--- src/rtl/cpu_sequencer.sv ---
// rtl/cpu_sequencer.sv - multi-cycle CPU control FSM; optional macro SEQ_INSTR_COUNT_EN enables the retired-instruction counter
module cpu_sequencer #(
    parameter int PC_WIDTH   = 5,
    parameter int IO_TIMEOUT = 255
) (
    input  logic                clk,
    input  logic                rst,
    input  logic                run,
    input  logic [31:0]         instr,
    input  logic                alu_is_branch,
    input  logic                alu_is_jal,
    input  logic [1:0]          alu_load_write,
    input  logic [1:0]          alu_in_out,
    input  logic [4:0]          alu_wb_addr,
    input  logic                io_ack,
    output logic [PC_WIDTH-1:0] pc,
    output logic [31:0]         ir,
    output logic                reg_we,
    output logic [4:0]          reg_waddr,
    output logic [1:0]          reg_wsel,
    output logic                mem_re,
    output logic                mem_we,
    output logic                io_req,
    output logic                io_dir,
    output logic                halted,
    output logic                io_error,
    output logic [15:0]         instr_count
);

    // wait counter only has to reach IO_TIMEOUT-1
    localparam int TW = (IO_TIMEOUT > 1) ? $clog2(IO_TIMEOUT) : 1;
    localparam logic [TW-1:0] WAIT_LAST = TW'(IO_TIMEOUT - 1);

    localparam logic [31:0] HALT_INSN = 32'hFFFF_FFFF;

    localparam logic [5:0] OP_RTYPE = 6'h00;
    localparam logic [5:0] OP_ADDI  = 6'h08;
    localparam logic [5:0] OP_ANDI  = 6'h0C;
    localparam logic [5:0] OP_ORI   = 6'h0D;
    localparam logic [5:0] OP_XORI  = 6'h0E;
    localparam logic [5:0] OP_LUI   = 6'h0F;
    localparam logic [5:0] FN_JR    = 6'h08;

    localparam logic [1:0] WSEL_ALU = 2'd0;
    localparam logic [1:0] WSEL_RAM = 2'd1;
    localparam logic [1:0] WSEL_PC1 = 2'd2;
    localparam logic [1:0] WSEL_IO  = 2'd3;

    typedef enum logic [2:0] {
        S_IDLE,
        S_FETCH,
        S_DECODE,
        S_EXEC,
        S_MEM,
        S_WB,
        S_IO_WAIT,
        S_HALT
    } state_t;

    state_t              state_q, state_d;
    logic [PC_WIDTH-1:0] pc_q, pc_d;
    logic [31:0]         ir_q, ir_d;
    logic                reg_we_q, reg_we_d;
    logic [4:0]          reg_waddr_q, reg_waddr_d;
    logic [1:0]          reg_wsel_q, reg_wsel_d;
    logic                mem_re_q, mem_re_d;
    logic                mem_we_q, mem_we_d;
    logic                io_req_q, io_req_d;
    logic                io_dir_q, io_dir_d;
    logic                io_error_q, io_error_d;
    logic [TW-1:0]       wait_cnt_q, wait_cnt_d;
    // ALU results captured in EXEC so later ALU glitches cannot disturb retirement
    logic                br_q, br_d;
    logic                load_q, load_d;
    logic [4:0]          wb_addr_q, wb_addr_d;
    logic                retire;
    logic [PC_WIDTH-1:0] br_target;

    assign br_target = PC_WIDTH'(wb_addr_q);

    // ALU-result writers: R-type except jr and nop, plus the immediate ALU ops
    function automatic logic writes_alu_result(input logic [31:0] insn);
        logic [5:0] op;
        op = insn[31:26];
        case (op)
            OP_RTYPE: return (insn != 32'd0) && (insn[5:0] != FN_JR);
            OP_ADDI, OP_ANDI, OP_ORI, OP_XORI, OP_LUI: return 1'b1;
            default: return 1'b0;
        endcase
    endfunction

    // next-state, strobe and pc logic
    always_comb begin
        state_d     = state_q;
        pc_d        = pc_q;
        ir_d        = ir_q;
        reg_we_d    = 1'b0;
        reg_waddr_d = reg_waddr_q;
        reg_wsel_d  = reg_wsel_q;
        mem_re_d    = 1'b0;
        mem_we_d    = 1'b0;
        io_req_d    = io_req_q;
        io_dir_d    = io_dir_q;
        io_error_d  = io_error_q;
        wait_cnt_d  = wait_cnt_q;
        br_d        = br_q;
        load_d      = load_q;
        wb_addr_d   = wb_addr_q;
        retire      = 1'b0;

        case (state_q)
            S_IDLE: begin
                if (run) state_d = S_FETCH;
            end
            S_FETCH: begin
                ir_d    = instr;
                state_d = S_DECODE;
            end
            S_DECODE: begin
                state_d = S_EXEC;
            end
            S_EXEC: begin
                br_d      = alu_is_branch | alu_is_jal;
                load_d    = alu_load_write[1];
                wb_addr_d = alu_wb_addr;
                if (ir_q == HALT_INSN) begin
                    state_d = S_HALT;
                end else if (alu_load_write != 2'b00) begin
                    state_d  = S_MEM;
                    mem_re_d = alu_load_write[1];
                    mem_we_d = ~alu_load_write[1];
                end else if (alu_in_out != 2'b00) begin
                    state_d    = S_IO_WAIT;
                    io_req_d   = 1'b1;
                    io_dir_d   = alu_in_out[1];
                    wait_cnt_d = '0;
                end else begin
                    state_d = S_WB;
                    if (alu_is_jal) begin
                        reg_we_d    = 1'b1;
                        reg_waddr_d = 5'd31;
                        reg_wsel_d  = WSEL_PC1;
                    end else if (writes_alu_result(ir_q)) begin
                        reg_we_d    = 1'b1;
                        reg_waddr_d = alu_wb_addr;
                        reg_wsel_d  = WSEL_ALU;
                    end
                end
            end
            S_MEM: begin
                if (load_q) begin
                    state_d     = S_WB;
                    reg_we_d    = 1'b1;
                    reg_waddr_d = ir_q[20:16];
                    reg_wsel_d  = WSEL_RAM;
                end else begin
                    retire = 1'b1;
                end
            end
            S_IO_WAIT: begin
                if (io_ack) begin
                    io_req_d = 1'b0;
                    io_dir_d = 1'b0;
                    if (io_dir_q) begin
                        state_d     = S_WB;
                        reg_we_d    = 1'b1;
                        reg_waddr_d = ir_q[4:0];
                        reg_wsel_d  = WSEL_IO;
                    end else begin
                        retire = 1'b1;
                    end
                end else if (wait_cnt_q == WAIT_LAST) begin
                    // abandoned I/O retires as a nop
                    io_req_d   = 1'b0;
                    io_dir_d   = 1'b0;
                    io_error_d = 1'b1;
                    retire     = 1'b1;
                end else begin
                    wait_cnt_d = wait_cnt_q + 1'b1;
                end
            end
            S_WB: begin
                retire = 1'b1;
            end
            S_HALT: begin
                state_d = S_HALT;
            end
            default: begin
                state_d = S_IDLE;
            end
        endcase

        if (retire) begin
            pc_d    = br_q ? br_target : pc_q + 1'b1;
            state_d = run ? S_FETCH : S_IDLE;
        end
    end

    // state and output registers with synchronous reset
    always_ff @(posedge clk) begin
        if (rst) begin
            state_q     <= S_IDLE;
            pc_q        <= '0;
            ir_q        <= '0;
            reg_we_q    <= 1'b0;
            reg_waddr_q <= '0;
            reg_wsel_q  <= '0;
            mem_re_q    <= 1'b0;
            mem_we_q    <= 1'b0;
            io_req_q    <= 1'b0;
            io_dir_q    <= 1'b0;
            io_error_q  <= 1'b0;
            wait_cnt_q  <= '0;
            br_q        <= 1'b0;
            load_q      <= 1'b0;
            wb_addr_q   <= '0;
        end else begin
            state_q     <= state_d;
            pc_q        <= pc_d;
            ir_q        <= ir_d;
            reg_we_q    <= reg_we_d;
            reg_waddr_q <= reg_waddr_d;
            reg_wsel_q  <= reg_wsel_d;
            mem_re_q    <= mem_re_d;
            mem_we_q    <= mem_we_d;
            io_req_q    <= io_req_d;
            io_dir_q    <= io_dir_d;
            io_error_q  <= io_error_d;
            wait_cnt_q  <= wait_cnt_d;
            br_q        <= br_d;
            load_q      <= load_d;
            wb_addr_q   <= wb_addr_d;
        end
    end

`ifdef SEQ_INSTR_COUNT_EN
    logic [15:0] instr_count_q, instr_count_d;

    // retired-instruction counter, wraps naturally at 16'hFFFF
    always_comb begin
        instr_count_d = instr_count_q + 16'(retire);
    end

    // counter register
    always_ff @(posedge clk) begin
        if (rst) begin
            instr_count_q <= '0;
        end else begin
            instr_count_q <= instr_count_d;
        end
    end

    assign instr_count = instr_count_q;
`else
    assign instr_count = 16'd0;
`endif

    assign pc        = pc_q;
    assign ir        = ir_q;
    assign reg_we    = reg_we_q;
    assign reg_waddr = reg_waddr_q;
    assign reg_wsel  = reg_wsel_q;
    assign mem_re    = mem_re_q;
    assign mem_we    = mem_we_q;
    assign io_req    = io_req_q;
    assign io_dir    = io_dir_q;
    assign io_error  = io_error_q;
    assign halted    = (state_q == S_HALT);

endmodule

--- config.mk ---
export PLATFORM = sky130hd
export DESIGN_NAME = cpu_sequencer
export DESIGN_NICKNAME = d
export VERILOG_FILES = /design/src/rtl/cpu_sequencer.sv
export SDC_FILE = /design/constraint.sdc
export NUM_CORES = 1
export LEC_CHECK = 0
export CORE_ASPECT_RATIO = 2
export CORE_UTILIZATION = 45
export DETAILED_ROUTE_END_ITERATION = 10
export PLACE_DENSITY = 0.86
export RECOVER_POWER = 50
export SYNTH_ARGS = -nofsm -noshare
export SYNTH_HDL_FRONTEND = slang
export SYNTH_SLANG_ARGS = --single-unit
--- constraint.sdc ---
create_clock -name clk -period 2.3 [get_ports clk]
set_clock_uncertainty 0.2 [all_clocks]
set_input_delay 0.46 -clock clk [delete_from_list [all_inputs] [get_ports clk]]
set_output_delay 0.46 -clock clk [all_outputs]
set_load 0.02 [all_outputs]
Word level (Yosys, flattened, before mapping). Index checks and enable logic that the tools add are counted. Widths: inputs -> output; s select.

Register bits: 68. Bits in latches: 0. RAM bits: 0. ROM bits: 0. Input port bits: 47. Memories: 0.

Add/sub/neg operators: 2. $mul: 0. Divide/modulo/power cells: 0. Order comparisons: 0. Eq/ne operators: 30. Shifts and indexed selects: 0. Mux-type cells: 65. Bitwise gates (word level): 5. Reduce and logical (&&, ||, !) cells: 16.

Operators by type and width (number): $mux 5 (9); $mux 8 (5); $eq 32x32->1 const B (1); $reduce_bool 32->1 (1); $eq 6x4->1 const B (5); $mux 1 (26); $mux 2 (11); $pmux 3 s7 (1); $ne 2x2->1 const B (9); $ne 3x3->1 const B (6); $pmux 8 s2 (1); $mux 3 (5); $pmux 5 s3 (1); $eq 3x3->1 const B (4); $reduce_and 5->1 (2); $add 8x1->8 const B (1); $eq 8x8->1 const B (1); $reduce_and 8->1 (1); $reduce_bool 8->1 (1); $eq 3x2->1 const B (2); $logic_not 6->1 (1); $ne 6x4->1 const B (1); $pmux 1 s2 (3); $pmux 1 s3 (2); 13 further kinds (18).

Longest topological paths before layout. Gate-level depths: netlist of run 1.

Depth after elaboration: 14. Mapped depth: 8.

Worst setup path after synthesis of run 1. No wires, ideal clock.

Kind: register -> register. Start point: register ir_q[3] (netlist: ir[3]). End point: register wait_cnt_q[5]. Arrival: 1.932 ns. Slack: 0.047 ns. Cell stages (with the launch flop): 6. Path buffers: 0. Clock period less this slack: 2.253 ns. Path through: dfxtp_1 -> nand4_1 -> or4_4 -> o21a_2 -> o211ai_2 -> mux2_2.

Cells in the longest elaborated chain, start to end: 3.

RTL lines: start, declared (line 62) `logic [31:0] ir_q, ir_d;`; start signal, assigned (line 220) `ir_q <= ir_d;`; $eq 32x32->1 (line 126) `if (ir_q == HALT_INSN) begin`; $ne 2x2->1 (no line); $reduce_and 6->1 (no line); end signal, assigned (line 229) `wait_cnt_q <= wait_cnt_d;`; end, declared (line 71) `logic [TW-1:0] wait_cnt_q, wait_cnt_d;`.

Every way passes these cells. A chain may end at the register's enable or synchronous reset.

Final worst setup path of run 1.
Start point: register ir_q[0] (netlist: ir[0]). End point: register reg_waddr_q[3] (netlist: reg_waddr[3]).

Cells in the longest elaborated chain, start to end: 10. Elaborated cells between the ends (all ways): 13. Classes of those cells: 4 x eq/ne; 6 x mux; 3 x reduce/logical.

RTL lines: $reduce_bool 32->1 or $ne 6x4->1 (tied branches) (line 86) `OP_RTYPE: return (insn != 32'd0) && (insn[5:0] != FN_JR);`; $logic_and 1x1->1 (line 86); $pmux 1 s2 (line 85) `case (op)`; $mux 1 (line 139) `if (alu_is_jal) begin`; $mux 1 (line 132) `end else if (alu_in_out != 2'b00) begin`; $mux 1 (line 128) `end else if (alu_load_write != 2'b00) begin`; $mux 1 (line 126); $mux 1 (line 111) `case (state_q)`; $ne 3x3->1 (no line); $reduce_and 8->1 (no line) *; end signal, assigned (line 222) `reg_waddr_q <= reg_waddr_d;`; end, declared (line 64) `logic [4:0] reg_waddr_q, reg_waddr_d;`.

Mark *: on every way between the ends. The rest lies on a longest branch, timed or not. The select of a mux whose other input is x is not followed.

==> results.py, run 1 <==
metrics = {
    "run_status": {
        "run_status": "finished, final reports clean",
    },
    "timing": {
        "slew_at_the_pin_closest_to_its_max_slew_limit_ns": 0.722,
        "finalSetupViolations": 0,
        "timing.final.hold_violations": 0,
        "slew-limit-headroom_pct": 51.2,
        "rsz_0062_raised_after_global_routing": "yes",
        "layout_worst_path_cycle_share_pct": 97.9,
        "fmaxAchievable_mhz": 444,
        "final_period_minus_worst_setup_slack_ns": 2.25,
        "drv_slew": 0,
    },
    "drt": {
        "wl_met1_mm": 3.10,
        "drt_drc_violations_left": 0,
        "routed_via_density": 5.59,
        "ant_nets": 0,
        "firstDrtPassIters": 4,
        "wl_met3_um": 604,
        "highest-signal-layer": "met4",
        "met2_length_mm": 5.74,
        "avgRoutedWirePerCell_um": 16.2,
        "via_count": 3454,
        "routed_wl_mm": 10.0,
        "drt-initial-drc-count": 153,
    },
    "logic_synthesis": {
        "syn-instance-count": 408,
        "yosys.area.top_type": "dfxtp_1",
        "sequential_cell_area_fraction_in_the_yosys_report_pct": 41.4,
        "ys_types": 58,
        "synth_top_area_share_pct": 41.4,
        "ys_top_cells_by_area": "dfxtp_1 (41%), nand2_1 (11%), a21oi_1 (6.8%), buf_4 (4.1%), mux2i_1 (3.3%)",
        "synth_common_cells": "nand2_1 (100), dfxtp_1 (68), a21oi_1 (45)",
        "synth.ff_latch_count": 68,
        "syn_area_per_cell_sq_um": 8.07,
        "post_synth_instance_area_sq_um": 3290,
        "postSynth.asyncResetShare_pct": 0,
        "synth-warning-count": 0,
        "synth_enable_flop_cells": 0,
        "ys.flop_type": "dfxtp_1",
        "yosysMostFrequentCell": "nand2_1",
    },
    "floorplanning": {
        "initial_core_util_pct": 47.1,
        "die_height_um": 123,
        "fp-row-count": 43,
        "floorplan.io_pins": 114,
        "dieArea_sq_um": 7680,
        "die-width_um": 62.5,
        "core_region_area_sq_um": 6990,
    },
    "hold_path": {
        "holdCritPathClass": "register to register",
        "min-delay-start": "br_target[1]$_SDFFE_PP0P_",
    },
    "clock_tree": {
        "post_cts.repair.setup_buffers": 0,
        "clock_sink_count": 68,
        "clockBufferDepth": 2,
        "tritoncts.num_buffers": 9,
        "cts_tree": "done",
        "clock_insertion_delay_worst_skew_ns": 0.34,
        "cts_htree_levels": 3,
        "clkSlewWorstSetupHoldPaths_ns": 0.05,
        "hold_buffers": 0,
        "ctsRootBufferMaster": "clkbuf_16",
    },
    "place": {
        "global_placement_routability_congestion": 0.819,
        "port_buffers": 97,
        "placed_cell_area_sq_um": 4440,
        "half_perimeter_wire_length_of_the_detailed_placement_result_mm": 7.34,
    },
    "layout": {
        "layout.nets": 573,
        "drive_above_1_share_pct": 12.7,
        "multiInputGateArea_sq_um": 1740,
        "final-seq-area_sq_um": 1370,
        "syn_to_final_growth_pct": 44.4,
        "final_area_sq_um": 4750,
        "antennaDiodeCount": 0,
        "n_fill_cell": 573,
    },
    "critical_path": {
        "startpoint": "ir[0]$_SDFFE_PP0N_",
        "criticalPathCategory": "register to register",
        "critPathLaunchType": "register",
        "worst-endpoint-arrival_ns": 2.31,
        "path_max_fanout": 5,
        "critPathRequiredTime_ns": 2.36,
        "timing.rr.start": "ir[0]$_SDFFE_PP0N_",
        "critical_path_capture_point_type": "register",
        "worst_r2r_setup_slack_ns": 0.05,
    },
    "global_route": {
        "globalRouteTotalUtil_pct": 27.0,
        "first_global_vias": 3526,
        "grt_pass1_wl_mm": 15.8,
        "antenna_found_initial": 0,
        "grt_start_max_net_pins": 29,
        "grt.overflow.total": 0,
    },
    "pwr": {
        "cellPowerDensity_nw_per_um2": 731,
        "vdd_ir_drop_max_uv": 613,
        "cellLeakagePower_uw": 0.00182,
        "report.power.total_uw": 3480,
    },
    "run": {
        "cap_viol_max_count": 0,
    },
}
-- cell type report --
class	count	share of cell area [%]
inverters	3	0.237
multi-input cells	310	36.7
flip-flops and latches	68	28.8
repair buffers	131	25.6
clock buffers	16	6.34
well taps	90	2.37
-- per-stage QoR --
stage                     hold slack (ns)  worst slack (ns)  instances  util [%]  TNS, ns
after floorplan                     0.236            0.0473        423         -        0
final                               0.253            0.0484        618      68.0        0
after detailed placement            0.248           -0.0811        602      63.5   -0.523
after global placement              0.250           -0.0299        602      63.5   -0.163
after global routing                0.288           -0.0436        618      68.0  -0.0969
after CTS                           0.255           0.00218        618      68.0        0
-- critical path, stage by stage, from the launching register on --
cell and delay, ns:
dfxtp_2 0.35, or4_4 0.54, nor4_4 0.27, a221o_1 0.18, a221o_1 0.26, buf_6 0.16, mux2i_1 0.20
-- path summary, 6_finish.rpt --
kind,end,cells after the start
worst min register to register,br_target[1]$_SDFFE_PP0P_,2
worst min-delay path,br_target[1]$_SDFFE_PP0P_,2
worst max register to register,reg_waddr[3]$_SDFFE_PP0P_,6
worst max-delay path,reg_waddr[3]$_SDFFE_PP0P_,6
-- power by group --
part / switching [uW] / total [uW] / leakage (uW) / internal (uW)
Sequential: 84.6 / 1340 / 0.000554 / 1260
Clock: 495 / 1370 / 0.000149 / 878
Combinational: 409 / 761 / 0.00111 / 352
-- sequential cells by signal, indices dropped and copies added (netlist names) --
| register | cells |
|---|---|
| br_q | 1 |
| br_target | 5 |
| io_dir | 1 |
| io_error | 1 |
| io_req | 1 |
| ir | 32 |
| load_q | 1 |
| mem_re | 1 |
| mem_we | 1 |
| pc | 5 |
| reg_waddr | 5 |
| reg_we | 1 |
| reg_wsel | 2 |
| state_q | 3 |
| wait_cnt_q | 8 |
-- routing by layer --
metal	track usage, %	vias to the layer above
li1	-	1633
met1	22.1	1635
met2	52.2	140
met3	8.03	46
met4	20.6	0
met5	0	-
-- cells by family after synthesis --
group                      after synthesis  synth area share [%]
xor gates and xnor gates                 4                  1.06
muxes                                   14                  4.48
buffers and inverters                   45                  7.83
adders and majority gates                3                  1.14
and+or+nand+nor                        183                  26.3
AOI/OAI and AO/OA                       90                  17.7
DFF                                     68                  41.4
other                                    1                 0.114
-- cells in the final DEF, fill, tap and decap left out, types with 4 or more instances in the layout --
| master | synthesis | routed |
|---|---|---|
| a211oi_1 | 4 | 4 |
| a21oi_1 | 45 | 45 |
| a31oi_1 | 4 | 4 |
| buf_4 | 18 | 30 |
| clkbuf_1 | 16 | 4 |
| clkbuf_16 | 0 | 9 |
| clkbuf_8 | 0 | 5 |
| clkdlybuf4s50_1 | 0 | 83 |
| conb_1 | 1 | 16 |
| dfxtp_1 | 68 | 63 |
| dfxtp_2 | 0 | 4 |
| dlygate4sd3_1 | 0 | 13 |
| mux2i_1 | 11 | 11 |
| nand2_1 | 100 | 100 |
| nand3_1 | 6 | 6 |
| nand4_1 | 11 | 11 |
| nor2_1 | 21 | 21 |
| nor2b_1 | 7 | 7 |
| nor3_1 | 7 | 7 |
| nor4_1 | 7 | 7 |
| o21ai_0 | 8 | 8 |
| o311ai_0 | 5 | 5 |
-- what timing repair did --
action                                  in CTS  in global routing
pin swaps                                    1                  1
endpoints found under the setup margin       4                  7
resized for setup                            5                  4
Note: power is estimated with default switching activity, not from simulation.
==> inputs of run 2 (changes only) <==
--- a/config.mk
+++ b/config.mk
@@ -6,7 +6,9 @@
 export NUM_CORES = 1
 export LEC_CHECK = 0
 export CORE_ASPECT_RATIO = 2
+export CORE_MARGIN = 8
 export CORE_UTILIZATION = 45
+export CTS_CLUSTER_SIZE = 25
 export DETAILED_ROUTE_END_ITERATION = 10
 export PLACE_DENSITY = 0.86
 export RECOVER_POWER = 50
==> run 2 against run 1 <==
Effect of this change:
- maximum frequency up 0.68%
- via count down 4.6%
- sequential share of layout area about the same
- first-iteration DRC count up 23%
- core utilization down 1.4 points
- critical path type unchanged
- critical endpoint is now reg_waddr[0]$_SDFFE_PP0P_
==> results.py, run 2 (synthesized netlist as in run 1, its figures left out) <==
metrics = {
    "timing": {
        "slew_at_the_pin_closest_to_its_max_slew_limit_ns": 0.602,
        "slew-limit-headroom_pct": 59.8,
        "fmaxAchievable_mhz": 447,
        "layout_worst_path_cycle_share_pct": 97.2,
        "tns_ns": 0,
        "timing.final.hold_violations": 0,
        "finalSetupViolations": 0,
        "drv_slew": 0,
        "hold_slack_ns": 0.256,
        "final_period_minus_worst_setup_slack_ns": 2.24,
        "rsz_0062_raised_after_global_routing": "yes",
    },
    "critical_path": {
        "crit_end": "reg_waddr[0]$_SDFFE_PP0P_",
        "path_max_fanout": 5,
        "criticalPathCategory": "register to register",
        "timing.rr.start": "ir[12]$_SDFFE_PP0N_",
        "worst-endpoint-arrival_ns": 2.29,
        "startpoint": "ir[12]$_SDFFE_PP0N_",
        "critPathLaunchType": "register",
        "worst_r2r_path_depth": 6,
        "critical_path_capture_point_type": "register",
        "worst_r2r_setup_slack_ns": 0.06,
        "critPathRequiredTime_ns": 2.36,
        "crit-reg2reg-capture": "reg_waddr[0]$_SDFFE_PP0P_",
    },
    "layout": {
        "layout_commonest_cell": "nand2_1",
        "max_ffs_per_register": 32,
        "antennaDiodeCount": 0,
        "drive_above_1_share_pct": 13.3,
        "layout_common_cells": "nand2_1 (100), clkdlybuf4s50_1 (81), dfxtp_1 (59)",
        "layout.nets": 570,
        "syn_to_final_growth_pct": 44.8,
    },
    "place": {
        "global_placement_routability_congestion": 0.857,
        "half_perimeter_wire_length_of_the_detailed_placement_result_mm": 7.22,
        "port_buffers": 97,
    },
    "drt": {
        "via_count": 3295,
        "avgRoutedWirePerCell_um": 15.8,
        "routed_via_density": 5.34,
        "ant_nets": 0,
        "routed_wl_mm": 9.74,
        "firstDrtPassIters": 4,
        "drt-initial-drc-count": 188,
        "drt_drc_violations_left": 0,
    },
    "clock_tree": {
        "cts_htree_levels": 3,
        "ctsRootBufferMaster": "clkbuf_16",
        "cts_tree": "done",
        "clock_insertion_delay_worst_skew_ns": 0.34,
        "clkSlewWorstSetupHoldPaths_ns": 0.06,
        "clock_sink_count": 68,
        "post_cts.repair.setup_buffers": 0,
        "tritoncts.num_buffers": 9,
        "hold_buffers": 0,
        "clockBufferDepth": 2,
    },
    "run": {
        "cap_viol_max_count": 0,
    },
    "floorplanning": {
        "core_region_area_sq_um": 7160,
        "die-width_um": 76.5,
        "initial_core_util_pct": 46.0,
        "fp-row-count": 44,
        "die_height_um": 137,
        "dieArea_sq_um": 10500,
        "floorplan.io_pins": 114,
    },
    "run_status": {
        "run_status": "finished, final reports clean",
    },
    "global_route": {
        "globalRouteTotalUtil_pct": 18.8,
        "antenna_found_initial": 0,
        "grt_start_max_net_pins": 34,
        "first_global_vias": 3327,
        "grt.overflow.total": 0,
        "grt_pass1_wl_mm": 15.9,
    },
    "pwr": {
        "cellPowerDensity_nw_per_um2": 765,
        "vdd_ir_drop_max_uv": 475,
        "cellLeakagePower_uw": 0.00182,
    },
    "hold_path": {
        "holdCritPathClass": "register to register",
    },
}
run 2: worst max-delay path, cell delays in order (launching register included):
cell	delay, ns
dfxtp_2	0.33
or4_4	0.56
nor4_4	0.26
a221o_1	0.19
a221o_1	0.26
buf_6	0.17
mux2i_1	0.20
run 2: worst min path at each step:
stage / from / end / slack, ns / depth (start not counted)
6_report: br_target[1]$_SDFFE_PP0P_ / br_target[1]$_SDFFE_PP0P_ / 0.26 / 2
5_1_grt: br_target[1]$_SDFFE_PP0P_ / br_target[1]$_SDFFE_PP0P_ / 0.27 / 2
4_1_cts: br_target[1]$_SDFFE_PP0P_ / br_target[1]$_SDFFE_PP0P_ / 0.26 / 2
3_5_place_dp: br_target[1]$_SDFFE_PP0P_ / br_target[1]$_SDFFE_PP0P_ / 0.25 / 2
3_3_place_gp: br_target[1]$_SDFFE_PP0P_ / br_target[1]$_SDFFE_PP0P_ / 0.25 / 2
2_1_floorplan: br_target[1]$_SDFFE_PP0P_ / br_target[1]$_SDFFE_PP0P_ / 0.24 / 2
run 2: per-layer routing:
metal / vias to the layer above / global-route usage, % / part of all wire, %
li1: 1632 / - / -
met1: 1497 / 19.6 / 39
met2: 151 / 30.1 / 47
met3: 15 / 10.8 / 11
met4: 0 / 8.62 / 2.1
met5: - / 0 / 0
run 2: power by group:
| part | internal [uW] | switching [uW] | leakage, uW |
|---|---|---|---|
| Sequential | 1260 | 85.8 | 0.000556 |
| Combinational | 350 | 409 | 0.00110 |
| Clock | 1050 | 492 | 0.000163 |
| Total | 2660 | 987 | 0.00182 |
run 2: stage by stage:
stage,cells,power [uW],cell area [sq um],utilization [%],setup slack [ns]
after CTS,617,3640,4750,66.4,0.0264
after global placement,601,2080,4420,61.7,-0.0652
after global routing,617,3810,4770,66.6,-0.0226
after detailed placement,601,2090,4420,61.7,-0.0784
final,617,3650,4770,66.6,0.0637
after floorplan,423,1770,3350,-,0.0473
run 2: repair_timing:
item	4_1_cts	5_1_grt
gates resized for setup	2	13
setup endpoints to repair	1	8
pin swaps	0	5
run 2: area by class of cell:
cell class	instances	area, sq um
clock buffer	11	233
clock inverter	5	100
fill	585	2390
inverter	3	11.3
multi-input combinational	310	1750
sequential	68	1380
tap	92	115
timing repair buffer	128	1190
